## config.mk

```make
export PLATFORM = sky130hd
export DESIGN_NAME = fredkin_updown_counter
export DESIGN_NICKNAME = d
export VERILOG_FILES = /design/src/rtl/fredkin_updown_counter.sv
export SDC_FILE = /design/constraint.sdc
export NUM_CORES = 1
export LEC_CHECK = 0
export ABC_AREA = 1
export CAP_MARGIN = 20
export CORE_AREA = 2 2 39 41
export DETAILED_ROUTE_END_ITERATION = 10
export DIE_AREA = 0 0 41 43
export SETUP_SLACK_MARGIN = 0.05
export SLEW_MARGIN = 25
export SYNTH_ARGS = -nofsm -noshare
export SYNTH_HDL_FRONTEND = slang
export SYNTH_SLANG_ARGS = --single-unit
```

## constraint.sdc

```tcl
create_clock -name clk -period 1.1 [get_ports clk]
set_input_delay 0.165 -clock clk [delete_from_list [all_inputs] [get_ports clk]]
set_output_delay 0.165 -clock clk [all_outputs]
set_load 0.01 [all_outputs]
```

## src/rtl/fredkin_updown_counter.sv

```systemverilog
// fredkin_updown_counter: up/down counter with parallel load whose T-flop toggles come only from Fredkin gates

// fredkin_gate: controlled swap; c=0 passes (a,b), c=1 swaps to (b,a); control output is the c wire itself
module fredkin_gate (
    input  logic c,
    input  logic a,
    input  logic b,
    output logic x,
    output logic y
);
    assign x = c ? b : a;
    assign y = c ? a : b;
endmodule

module fredkin_updown_counter #(
    parameter int WIDTH = 4
) (
    input  logic             clk,
    input  logic             rst,
    input  logic             en,
    input  logic             up,
    input  logic             load,
    input  logic [WIDTH-1:0] d,
    output logic [WIDTH-1:0] q,
    output logic [WIDTH-1:0] qb,
    output logic             tc
);
    logic [WIDTH-1:0] s, c, dn, tld, t;
    logic             tc_raw;

    assign qb   = ~q;
    assign c[0] = en;

    genvar i;
    generate
        for (i = 0; i < WIDTH; i++) begin : g_bit
            fredkin_gate u_dir (.c(up), .a(qb[i]), .b(q[i]), .x(s[i]), .y());
            fredkin_gate u_inv (.c(d[i]), .a(1'b1), .b(1'b0), .x(dn[i]), .y());
            fredkin_gate u_xor (.c(q[i]), .a(d[i]), .b(dn[i]), .x(tld[i]), .y());
            fredkin_gate u_sel (.c(load), .a(c[i]), .b(tld[i]), .x(t[i]), .y());
        end
        for (i = 1; i < WIDTH; i++) begin : g_carry
            fredkin_gate u_and (.c(c[i-1]), .a(s[i-1]), .b(1'b0), .x(), .y(c[i]));
        end
    endgenerate

    fredkin_gate u_tc_and  (.c(c[WIDTH-1]), .a(s[WIDTH-1]), .b(1'b0), .x(), .y(tc_raw));
    fredkin_gate u_tc_gate (.c(load), .a(tc_raw), .b(1'b0), .x(tc), .y());

    // T flip-flops: apply the toggle vector, reset clears
    always_ff @(posedge clk) begin
        if (rst) q <= '0;
        else     q <= q ^ t;
    end
endmodule

```

==> results.md <==
- Outcome: finished, violations left
- Failing checks: negative setup slack
- Post-CTS Setup Bufs: 0
- Worst endpoint data arrival time: 1070 ps
- Crit Path Class: reg -> out
- Number of global-route vias before repair: 356
- Post-synth ARST share: 0%
- Adder-Cell Fraction of Synth Area: 0%
- Max-cap violations: 0
- Synth Flop Type: dfxtp_1
- CTS root buf: clkbuf_4
- Fraction of synthesized area in multiplexers: 0%
- Setup TNS: -133.4 ps
- Syn_nets: 68
- Reg power frac: 30.5%
- Largest family of logic cells by synthesized area: simple AND/OR/NAND/NOR gates
- Switching Share: 29.88%
- Regs by FF count: q: 4 flops
- Combinational Power Share: 38.7%
- Final setup vio count: 2
- Place WS: -777.9 ps
- CTS Buf Count: 3
- Most instantiated library cell after synthesis: nand2_1
- Antenna Nets Post-Route: 0
- Post-DP HPWL: 615.2 um
- Total length of routed wires: 786 um
- CTS sink count: 4
- Clock latency on the worst-skew pair: 230 ps
- Max FFs per register: 4
- Synth Area in Simple Gates: 40.13%
- Cell Pwr Density: 949.3 nW/um^2
- Initial Utilization: 27.03%
- Sw Pwr: 0.0001711 W
- Most common cell on crit path: nand2_4
- FF+latch count, synth: 4
- RSZ-0062 raised after global routing: true
- Die ar.: 1763 um^2
- Area leader, netlist: dfxtp_1
- Reg2reg end: q[2]
- Die Y: 43 um
- Sequential share of the synthesized area: 21.40%
- Crit share post-route: 111.8%
- Top Ports: 18
- P_int: 0.0004014 W
- Slowest stage delay, CP: 360 ps
- Via density: 4.255
- Global-route wire length before repair: 1317 um
- CORE AREA: 1384 um^2
- Initial antenna violation count: 0
- Worst EP required: 940 ps
- Tmin final: 1230 ps
- Register bank with the most flops: q
- Cells after Synth: 59
- Row count: 14
- Total global routing overflow: 0
- Number of flops mapped to enable cells by yosys: 0
- Rel. slew slack: 83.25%
- R2r startpoint: q[1]
- Routed wire length per instance: 8.020 um
- Compound-Gate Fraction of Synth Area: 11.04%
- 1st-iter DRT viols: 3
- Remaining DRCs: 0
- DR vias: 417
- Top fanout value on the critical path: 3
- Ant. Diodes: 0
- PnR worst setup slack: -130.2 ps
- Clock Path Buffers: 2
- Clk slew on worst S/H paths: 40 ps
- Post-Synth XOR/XNOR Area: 2.341%
- Leakage: 0.3154 nW
- Port-buffer cells: 17
- Drt pass-1 iters: 2
- Die Width: 41 um
- Top cells by area, synth: dfxtp_1, buf_4, nand2_1
- Syn Std Cell Area: 374.1 um^2
- Final net count: 93
- Hold_buf cts: 0
- Critical path's slowest cell: dfxtp_4
- CP Launch Point: q[0]
- Crit. End Element: primary output
- Crit path to: tc
- CTS tree: done
- Largest net degree at the start of global routing: 9
- Critical path cell sequence: nand2_4, nand2_4, nor2_4, o2111a_1, buf_2
- Post-Syn Area per Cell: 6.341 um^2
- HP Class: in -> reg
- Share of layout cells above drive strength 1: 48.78%
- Top cells by count, synth: nand2_1, buf_4, inv_1
- Total track usage: 10.65%
- Final hold violation count: 0
- Flop-to-flop setup slack: 0 ps
- Syn. warnings: 0
- Critical Path Source Type: register
- Max Freq: 812.9 MHz
- Clk pwr share: 30.8%
- Reg2reg path depth: 10
- Slew Viols, Final: 0
- Count of different cell masters after synthesis: 15
- Skew final: 1.109 ps
- Tightest Pin Transition: 250.9 ps
- Placer Congestion: 0.6411
- Area Overhead vs Synth: 61.20%
- H-tree levels: 1
- Yosys top cell area share: 21.40%
- Peak VDD IR: 0.4885 mV
==> what timing repair did <==
action	CTS	global route
pin swaps	3	5
gates resized for setup	45	8
setup endpoints to repair	12	6
==> cell families after synthesis <==
group           count (synthesis)
simple gates                   30
compound gates                  7
buf+inv                        17
xor+xnor                        1
flops                           4
==> critical path, delay by kind of cell (launching register included) <==
| family | cells | cell delay (ps) |
|---|---|---|
| AOI/OAI and AO/OA | 1 | 160 |
| buffers and inverters | 1 | 120 |
| DFF | 1 | 360 |
| and+or+nand+nor | 3 | 200 |
==> routing by layer <==
layer | global-route usage, % | wire, um | share of wire (%) | vias up
met3 | 1.571 | 53 | 6.7 | 0
li1 | - | - | - | 223
met2 | 15.63 | 391 | 50 | 11
met5 | 0 | 0 | 0 | -
met1 | 14.19 | 342 | 44 | 183
met4 | 6.000 | 0 | 0 | 0
==> power by group through the flow <==
stage | Clock (W) | Sequential (W) | Combinational, W
after detailed placement | 0 | 0.000173 | 0.000231
after global routing | 0.000187 | 0.000176 | 0.000246
after global placement | 0 | 0.000173 | 0.000230
after CTS | 0.000188 | 0.000174 | 0.000215
after floorplan | 0 | 0.000174 | 0.000123
final | 0.000176 | 0.000174 | 0.000222
==> how the worst min path moves through the flow <==
stage | start | endpoint | depth (start not counted)
after global placement | q[1] | q[1] | 4
after CTS | en | q[1] | 6
final | up | q[2] | 8
after floorplan | rst | q[1] | 3
after global routing | up | q[2] | 7
after detailed placement | q[1] | q[1] | 4
==> per-stage QoR <==
stage          instance area, um^2  util, %  power (W)  hold WS, ps  instances
2_1_floorplan                375.4        -  0.0002972        313.1         59
3_3_place_gp                 588.1    42.50  0.0004021        592.0         95
3_5_place_dp                 588.1    42.50  0.0004034        591.4         95
4_1_cts                      588.1    42.50  0.0005767        532.6         98
5_1_grt                      603.1    43.58  0.0006099        533.9         98
6_report                     603.1    43.58  0.0005725        475.2         98
==> area by class of cell <==
cell class	instances	area (um^2)
Fill cell	161	780.7
Timing Repair Buffer	28	221.5
Multi-Input combinational cell	38	215.2
Sequential cell	4	90.09
Inverter	9	33.78
Clock buffer	3	22.52
Tap cell	16	20.02
==> layout by cell type, fill, tap and decap left out, types with 3 or more instances in the layout <==
cell type / count
buf_4: 10
inv_2: 5
nand3_1: 4
inv_1: 4
clkdlybuf4s50_1: 6
o21ai_0: 3
buf_6: 3
nand2_1: 12
clkbuf_4: 3
a21oi_1: 3
buf_2: 6
nor2_1: 6
(Power assumes the default switching activity.)
